<file path="src/rtl/invaes_pkg.sv">
// Shared types and constants for the inverse-AES SPI front end.
package invaes_pkg;

    localparam int BLOCK_W    = 128;
    localparam int FRAME_BITS = 256;
    localparam int CNT_W      = 9;

    // Synchronizer lane assignment
    localparam int LN_SCK  = 0;
    localparam int LN_SDI  = 1;
    localparam int LN_LOAD = 2;
    localparam int LN_DONE = 3;
    localparam int NUM_LN  = 4;

    typedef enum logic [1:0] {
        IDLE      = 2'd0,
        SHIFT_IN  = 2'd1,
        WAIT_CORE = 2'd2,
        SHIFT_OUT = 2'd3
    } spi_state_t;

    function automatic logic [CNT_W-1:0] sat_inc(input logic [CNT_W-1:0] c);
        return (&c) ? c : c + 1'b1;
    endfunction

endpackage

</file>
<file path="src/rtl/invaes_spi_if_sync_edge.sv">
// Multi-flop synchronizer for one asynchronous pin, plus single-cycle rise/fall pulses.
module sync_edge #(
    parameter int STAGES = 2
) (
    input  logic clk,
    input  logic reset,
    input  logic d,
    output logic q,
    output logic rise,
    output logic fall
);

    logic [STAGES-1:0] chain;
    logic              prev;

    always_ff @(posedge clk or negedge reset) begin
        if (!reset) begin
            chain <= '0;
            prev  <= 1'b0;
        end else begin
            chain <= {chain[STAGES-2:0], d};
            prev  <= chain[STAGES-1];
        end
    end

    assign q    = chain[STAGES-1];
    assign rise = q & ~prev;
    assign fall = ~q & prev;

endmodule

</file>
<file path="src/rtl/invaes_spi_if.sv">
// SPI slave front end for the inverse-AES core: shifts in {key, cyphertext}, waits for
// the core, shifts plaintext back out. Optional bit-count check: INVAES_SPI_FRAMECHK_EN.
module invaes_spi_if
    import invaes_pkg::*;
#(
    parameter int K           = 128,
    parameter int SYNC_STAGES = 2
) (
    input  logic               clk,
    input  logic               reset,
    input  logic               sck,
    input  logic               sdi,
    output logic               sdo,
    input  logic               load,
    input  logic               done_in,
    input  logic [BLOCK_W-1:0] plaintext,
    output logic               ce,
    output logic [K-1:0]       key,
    output logic [BLOCK_W-1:0] cyphertext,
    output logic               done,
    output logic               frame_err
);

    logic [NUM_LN-1:0] pins, syn, rise, fall;

    assign pins = {done_in, load, sdi, sck};

    generate
        for (genvar i = 0; i < NUM_LN; i++) begin : g_sync
            sync_edge #(.STAGES(SYNC_STAGES)) u_sync (
                .clk   (clk),
                .reset (reset),
                .d     (pins[i]),
                .q     (syn[i]),
                .rise  (rise[i]),
                .fall  (fall[i])
            );
        end
    endgenerate

    logic sck_rise, sck_fall, sdi_s, load_rise, load_fall, done_rise;

    assign sck_rise  = rise[LN_SCK];
    assign sck_fall  = fall[LN_SCK];
    assign sdi_s     = syn[LN_SDI];
    assign load_rise = rise[LN_LOAD];
    assign load_fall = fall[LN_LOAD];
    assign done_rise = rise[LN_DONE];

    logic unused_sync;
    assign unused_sync = ^{syn[LN_SCK], syn[LN_LOAD], syn[LN_DONE],
                           rise[LN_SDI], fall[LN_SDI], fall[LN_LOAD] & 1'b0, fall[LN_DONE]};

    spi_state_t            state;
    logic [FRAME_BITS-1:0] in_sr;
    logic [BLOCK_W-1:0]    out_sr;
    logic                  frame_bad;

    // A load edge always wins over any sck edge seen in the same cycle.
    always_ff @(posedge clk or negedge reset) begin
        if (!reset) begin
            state  <= IDLE;
            in_sr  <= '0;
            out_sr <= '0;
            done   <= 1'b0;
        end else if (load_rise) begin
            state  <= SHIFT_IN;
            in_sr  <= '0;
            done   <= 1'b0;
        end else begin
            case (state)
                SHIFT_IN: begin
                    if (load_fall)
                        state <= frame_bad ? IDLE : WAIT_CORE;
                    else if (sck_rise)
                        in_sr <= {in_sr[FRAME_BITS-2:0], sdi_s};
                end
                WAIT_CORE: begin
                    if (done_rise) begin
                        state  <= SHIFT_OUT;
                        out_sr <= plaintext;
                        done   <= 1'b1;
                    end
                end
                SHIFT_OUT: begin
                    if (sck_fall)
                        out_sr <= {out_sr[BLOCK_W-2:0], 1'b0};
                end
                default: ;
            endcase
        end
    end

`ifdef INVAES_SPI_FRAMECHK_EN
    logic [CNT_W-1:0] bit_cnt;
    logic             ferr_r;

    assign frame_bad = (bit_cnt != CNT_W'(FRAME_BITS));

    always_ff @(posedge clk or negedge reset) begin
        if (!reset) begin
            bit_cnt <= '0;
            ferr_r  <= 1'b0;
        end else if (load_rise) begin
            bit_cnt <= '0;
            ferr_r  <= 1'b0;
        end else if (state == SHIFT_IN) begin
            if (load_fall)
                ferr_r <= frame_bad;
            else if (sck_rise)
                bit_cnt <= sat_inc(bit_cnt);
        end
    end

    assign frame_err = ferr_r;
`else
    assign frame_bad = 1'b0;
    assign frame_err = 1'b0;
`endif

    // sdo is gated so a stale output register never leaks after an abort.
    assign ce         = (state == SHIFT_IN);
    assign sdo        = (state == SHIFT_OUT) & out_sr[BLOCK_W-1];
    assign key        = in_sr[FRAME_BITS-1 -: K];
    assign cyphertext = in_sr[BLOCK_W-1:0];

endmodule

</file>
<file path="config.mk">
export PLATFORM = sky130hd
export DESIGN_NAME = invaes_spi_if
export DESIGN_NICKNAME = d
export VERILOG_FILES = /design/src/rtl/invaes_pkg.sv /design/src/rtl/invaes_spi_if_sync_edge.sv /design/src/rtl/invaes_spi_if.sv
export SDC_FILE = /design/constraint.sdc
export NUM_CORES = 1
export LEC_CHECK = 0
export BUFFER_PORTS_ARGS = -buffer_cell sky130_fd_sc_hd__buf_4
export CAP_MARGIN = 20
export CORE_MARGIN = 2
export CORE_UTILIZATION = 54
export CTS_BUF_LIST = sky130_fd_sc_hd__clkbuf_8
export DETAILED_ROUTE_END_ITERATION = 16
export GPL_TIMING_DRIVEN = 0
export PLACE_DENSITY = 0.77
export SETUP_SLACK_MARGIN = 0.2
export SYNTH_ARGS = -nofsm -noshare
export SYNTH_HDL_FRONTEND = slang
export SYNTH_SLANG_ARGS = --single-unit
</file>
<file path="constraint.sdc">
create_clock -name clk -period 2.1 [get_ports clk]
set_input_delay 0.42 -clock clk [delete_from_list [all_inputs] [get_ports clk]]
set_output_delay 0.42 -clock clk [all_outputs]
set_load 0.005 [all_outputs]
</file>
==> metrics.yaml, run 1 <==
setup_path:
  path_depth: 5
  cp_slowest_cell: "dfrtp_2"
  start_kind: "flop"
  path_buf_inv: 3
  setup.worst_path.class: "reg -> out"
  crit_fanout: 5
  r2r_slack_ps: 10
  r2r.worst_path.cells: 8
  worstSetupEndpointType: "primary output"
  path_cells: "ha_4 -> buf_8 -> buf_8 -> and2_4 -> buf_6"
  cpLargestDelayFamily: "flip-flops"
  critPathArrivalTime_ps: 1680
  cpMostUsedCell: "buf_8"
  max_stage_delay_ps: 450
  crit_required_ps: 1680
die:
  die_y_um: 190.4
  dieArea_mm2: 0.03625
  core_area_mm2: 0.03437
  pin_count: 394
  row_count: 68
  die_w_um: 190.4
  start_util_pct: 54.58
layout:
  area_growth_syn_to_layout_pct: 33.60
  regArea_mm2: 0.009962
  fillCellCount: 2365
  num-nets-final: 2311
  multiInputGateArea_mm2: 0.008299
  drive_gt1_share_pct: 44.21
route:
  vias: 16870
  wire_per_inst_um: 22.17
  drt.antenna.violating_nets: 0
  drt_iter0_markers: 1347
  drc: 0
  dr.pass1.iters: 5
  vias_per_cell: 6.308
  wl_um: 59310
placed_design:
  pre_cts_ws_ps: -441.0
  place_hpwl_um: 37470
  numPortBuffers: 392
  gp_congestion: 0.8601
logic_synthesis:
  yosys.cell_count.top_type: "dfrtp_1"
  synth_ff_type: "dfrtp_1"
  synth_top_area_share_pct: 53.08
  ys_seq_elements: 398
  yosysSeqAreaShare_pct: 53.08
  ys_top_cells_by_count: "dfrtp_1, a21oi_1, nand4_1, o31ai_1, mux2_2"
  synth.cell_area_mm2: 0.01876
  async_reset_ff_share_pct: 100.0
  synth_edf_count: 0
  synthCells: 1678
  synth_nets: 1816
  synth.area.top_cells: "dfrtp_1, mux2_2, o31ai_1"
  syn_area_per_cell_um2: 11.18
  synth_cell_type_count: 24
  yosysTopAreaCell: "dfrtp_1"
  yosysWarnings: 0
flow_run:
  max-cap-violations: 0
sta:
  timing.final.ws_setup_ps: -0.8396
  rsz0062_at_grt: "true"
  min_period_over_period_pct: 100.0
  timing.hold.ws_ps: -236.5
  max_freq_mhz: 476.0
  clock_skew_ps: 19.29
  worst_pin_slew_ps: 668.6
  final_max_slew_viol_count: 0
  slew_headroom_pct: 55.43
  hold_violations: 60
  setup_violations: 1
  period_minus_slack_ps: 2101
global_route:
  grtUsageTotal_pct: 30.08
  overflow: 0
  grt_max_degree: 121
  grt_pass1_wl_um: 88130
  grt_pass1_vias: 16090
  antenna_found_initial: 2
clock_network:
  cts-root-buf: "clkbuf_8"
  clock_path_buffers: 3
  clk_latency_ps: 580
  cts_buffers: 67
  path_clk_slew_ps: 70
  clkSinkCount: 398
  hold_buffers: 4
  htreeDepth: 3
  cts_tree: "done"
status:
  violations: "hold timing, setup timing"
  status: "finished with violations"
power:
  ir_worst_vdd_mv: 0.8460
  p_leak_nw: 11.13
  power_mw: 26.17
  p_per_area_mw_per_mm2: 1044
min_path:
  hold_path.class: "in -> async"
final cells by class:
cell class	count	area share (%)
clock inverters	32	0.6190
clock buffers	83	4.557
inverters	4	0.05990
diodes	1	0.009984
flip-flops and latches	398	39.74
multi-input cells	1046	33.11
well taps	455	2.271
plain buffers	229	5.481
repair buffers	427	14.15
registers in the layout, summed over array words and instances, names as in the netlist:
name and cells:
done 1, state 2, g_sync.u_sync.prev 3, out_sr 128, g_sync.u_sync.chain 8, in_sr 256
worst paths after layout:
check,from,endpoint
worst max-delay path,state[0],sdo
worst min-delay path,reset,out_sr[110]
worst max register to register,state[0],out_sr[110]
worst min register to register,g_sync[2].u_sync.chain[0],g_sync[2].u_sync.chain[1]
max in group asynchronous,reset,in_sr[144]
min in group clk,plaintext[3],out_sr[3]
layout by cell type, fill, tap and decap left out, types with 2 or more instances in the layout:
cell type | netlist | routed
o31ai_2 | 0 | 68
buf_2 | 13 | 20
buf_6 | 0 | 5
clkbuf_2 | 0 | 106
dfrtp_1 | 398 | 396
dlygate4sd3_1 | 0 | 4
buf_1 | 28 | 9
mux2_1 | 44 | 42
nor2_1 | 3 | 3
clkbuf_8 | 0 | 85
clkbuf_4 | 0 | 12
nor2b_1 | 4 | 4
a21oi_1 | 256 | 256
ha_4 | 0 | 2
buf_16 | 0 | 3
clkbuf_1 | 175 | 46
inv_2 | 1 | 2
o31ai_4 | 0 | 4
o31ai_1 | 256 | 184
dfrtp_2 | 0 | 2
nand4_1 | 256 | 256
inv_1 | 3 | 28
clkbuf_16 | 0 | 12
nand2b_1 | 4 | 4
buf_8 | 0 | 9
buf_4 | 14 | 418
mux2_2 | 211 | 211
buf_12 | 0 | 9
mux2_4 | 0 | 2
clkinv_2 | 0 | 4
layer usage:
metal,up-vias,wire [um],GRT usage (%)
met1,8557,23710,39.79
met4,0,1899,10.26
met2,723,28650,47.52
met3,117,5046,8.815
li1,7476,-,-
met5,-,0,0
logic make-up after synthesis:
kind of cell | after synthesis | synth area share (%)
AO/OA/AOI/OAI | 516 | 17.29
buffers and inverters | 234 | 5.048
multiplexers | 256 | 15.36
AND/OR/NAND/NOR | 269 | 8.936
adder cells (fa/ha/maj) | 4 | 0.2668
other | 1 | 0.01999
flip-flops | 398 | 53.08
power by group:
group	total (mW)	switching [mW]	internal, mW
registers	9.74	0.738	9.00
clock network	6.80	3.13	3.67
logic	9.63	4.90	4.73
repair_timing:
action,in CTS,in global routing
buffers inserted,8,6
endpoints found under the hold margin,64,60
gates resized for setup,150,253
gates cloned,2,12
setup endpoints to repair,378,371
pin swaps,1,0
through the flow:
stage	TNS, ps	cell area (um^2)	hold WS [ps]	cells	utilization [%]
2_1_floorplan	0	18760	124.4	1678	-
3_5_place_dp	-89830	22370	334.7	2528	65.07
3_3_place_gp	-1385140	22280	333.7	2525	64.80
6_report	-0.8396	25070	-236.5	2675	72.92
5_1_grt	-225.2	25060	-214.9	2674	72.91
4_1_cts	-22.32	24160	-243.5	2657	70.29
No activity file was read; power rests on OpenSTA's default activity.
==> inputs of run 2 (changes only) <==
--- a/config.mk
+++ b/config.mk
@@ -14,6 +14,7 @@
 export GPL_TIMING_DRIVEN = 0
 export PLACE_DENSITY = 0.77
 export SETUP_SLACK_MARGIN = 0.2
+export SKIP_CTS_REPAIR_TIMING = 1
 export SYNTH_ARGS = -nofsm -noshare
 export SYNTH_HDL_FRONTEND = slang
 export SYNTH_SLANG_ARGS = --single-unit
==> run 2 against run 1 <==
  * Critical path type unchanged
  * Design area shrank 0.14%
  * The flow still finishes with violations (hold timing, setup timing)
  * Combinational power shrank 6.9%
  * Critical endpoint unchanged
  * Core utilization shrank 0.11 points
==> metrics.yaml, run 2 (same netlist as run 1, synthesis figures left out) <==
sta:
  timing.final.ws_setup_ps: -2.546  # -1.707 ps
  rsz0062_at_grt: "true"
  period_minus_slack_ps: 2103  # +1.707 ps
  final_max_slew_viol_count: 0  # unchanged
  fin_setup_tns_ps: -2.546  # -1.707 ps
  max_freq_mhz: 475.6  # about the same
  slew_headroom_pct: 54.52  # -0.91 points
  min_period_over_period_pct: 100.1  # about the same
  worst_pin_slew_ps: 682.2  # +13.66 ps
  hold_violations: 60  # unchanged
  clock_skew_ps: 24.63  # +5.343 ps
  timing.hold.ws_ps: -235.6  # +0.8460 ps
  setup_violations: 1  # unchanged
power:
  p_leak_nw: 11.02  # -1.0%
  p_per_area_mw_per_mm2: 1014  # -2.9%
  ir_worst_vdd_mv: 0.7030  # -17%
  power_mw: 25.38  # -3.0%
layout:
  mostFrequentLayoutCell: "buf_4"
  post-route-util_pct: 72.82  # -0.11 points
  largestRegisters: "in_sr: 256 flops, out_sr: 128 flops, g_sync.u_sync.chain: 8 flops"
  stdcell_count: 2661  # -0.52%
  most-common-layout-cells: "buf_4, dfrtp_1, nand4_1, a21oi_1, mux2_2"
  num-nets-final: 2296  # -0.65%
  area_growth_syn_to_layout_pct: 33.40
  largest_reg_flops: 256  # unchanged
  fillCellCount: 2417  # +2.2%
  regMostFlops: "in_sr"
  drive_gt1_share_pct: 47.28  # +3.1 points
setup_path:
  r2r_slack_ps: 50  # +40 ps
  cpMostUsedCell: "buf_8"
  setup.worst_path.class: "reg -> out"
  cpLargestDelayFamily: "flip-flops"
  start_kind: "flop"
  crit_required_ps: 1680  # about the same
  max_stage_delay_ps: 440  # about the same
  cp_slowest_cell: "dfrtp_2"
  critPathArrivalTime_ps: 1680  # about the same
  path_cells: "ha_4 -> buf_8 -> buf_8 -> and2_4 -> buf_6"
  path_buf_inv: 3  # unchanged
  worstSetupEndpointType: "primary output"
  crit_fanout: 6  # +1
min_path:
  hold_path.class: "in -> async"
die:
  core_area_mm2: 0.03437  # unchanged
  pin_count: 394  # unchanged
  die_y_um: 190.4  # unchanged
  dieArea_mm2: 0.03625  # unchanged
  start_util_pct: 54.58  # unchanged
  row_count: 68  # unchanged
  die_w_um: 190.4  # unchanged
placed_design:
  numPortBuffers: 392  # unchanged
  dp_cells: 2528  # unchanged
  gp_congestion: 0.8601  # unchanged
  place_hpwl_um: 37470  # unchanged
global_route:
  overflow: 0  # unchanged
  antenna_found_initial: 3  # +1
  grt_max_degree: 121  # unchanged
  grtUsageTotal_pct: 29.59  # -0.49 points
  grt_pass1_vias: 15960  # -0.77%
  grt_pass1_wl_um: 86840  # -1.5%
route:
  wire_per_inst_um: 21.48  # -3.1%
  drt.antenna.violating_nets: 0  # unchanged
  wl_um: 57150  # -3.6%
  drt_iter0_markers: 1294  # -3.9%
  vias_per_cell: 6.236  # -1.1%
  vias: 16590  # -1.7%
  drc: 0  # unchanged
  dr.pass1.iters: 5  # unchanged
clock_network:
  clkSinkCount: 398  # unchanged
  clk_latency_ps: 580  # about the same
  htreeDepth: 3  # unchanged
  path_clk_slew_ps: 60  # about the same
  cts-root-buf: "clkbuf_8"
  clock_path_buffers: 3  # unchanged
  cts_buffers: 67  # unchanged
  cts_tree: "done"
status:
  status: "finished with violations"
  violations: "hold timing, setup timing"
flow_run:
  max-cap-violations: 0  # unchanged
-- run 2: worst register-to-register path: stages, from the launching register on --
cell and delay, ps:
dfrtp_2 440, inv_1 130, ha_4 170, nand2b_1 90, a221oi_4 260, buf_6 160, buf_6 160, buf_6 170
mux2_2 350
-- run 2: stage by stage --
stage | setup slack, ps | area, um^2
final | -2.546 | 25030
after global placement | -3372 | 22280
after detailed placement | -441.0 | 22370
after global routing | -57.12 | 25020
after floorplan | 216.3 | 18760
after CTS | -495.8 | 23660
-- run 2: metal layers --
metal	share of wire [%]	track usage, %	up-vias
li1	-	-	7456
met1	41	39.34	8362
met2	48	46.48	668
met3	8.6	8.631	106
met4	2.8	10.20	2
met5	0.016	0.2747	-
-- run 2: worst paths after layout --
check	start	endpoint	cells past startpoint
max	state[1]	sdo	5
min	reset	out_sr[114]	1
max reg2reg	state[0]	out_sr[55]	8
min reg2reg	g_sync[2].u_sync.chain[0]	g_sync[2].u_sync.chain[1]	0
max in group asynchronous	reset	in_sr[121]	3
min in group clk	plaintext[1]	out_sr[1]	3
-- run 2: layout make-up --
type	count	area (um^2)	area share [%]
Sequential cell	398	9962	39.80
Multi-Input combinational cell	1046	8637	34.51
Timing Repair Buffer	411	3174	12.68
Buffer	230	1369	5.469
Clock buffer	83	1142	4.564
Tap cell	455	569.3	2.275
Clock inverter	32	155.1	0.6199
Inverter	4	15.01	0.05999
Antenna cell	2	5.005	0.02000
-- run 2: power by group --
part           internal, mW  switching (mW)
Sequential             9.00           0.657
Combinational          4.21            4.76
Clock                  3.66            3.09
Total                  16.9            8.50
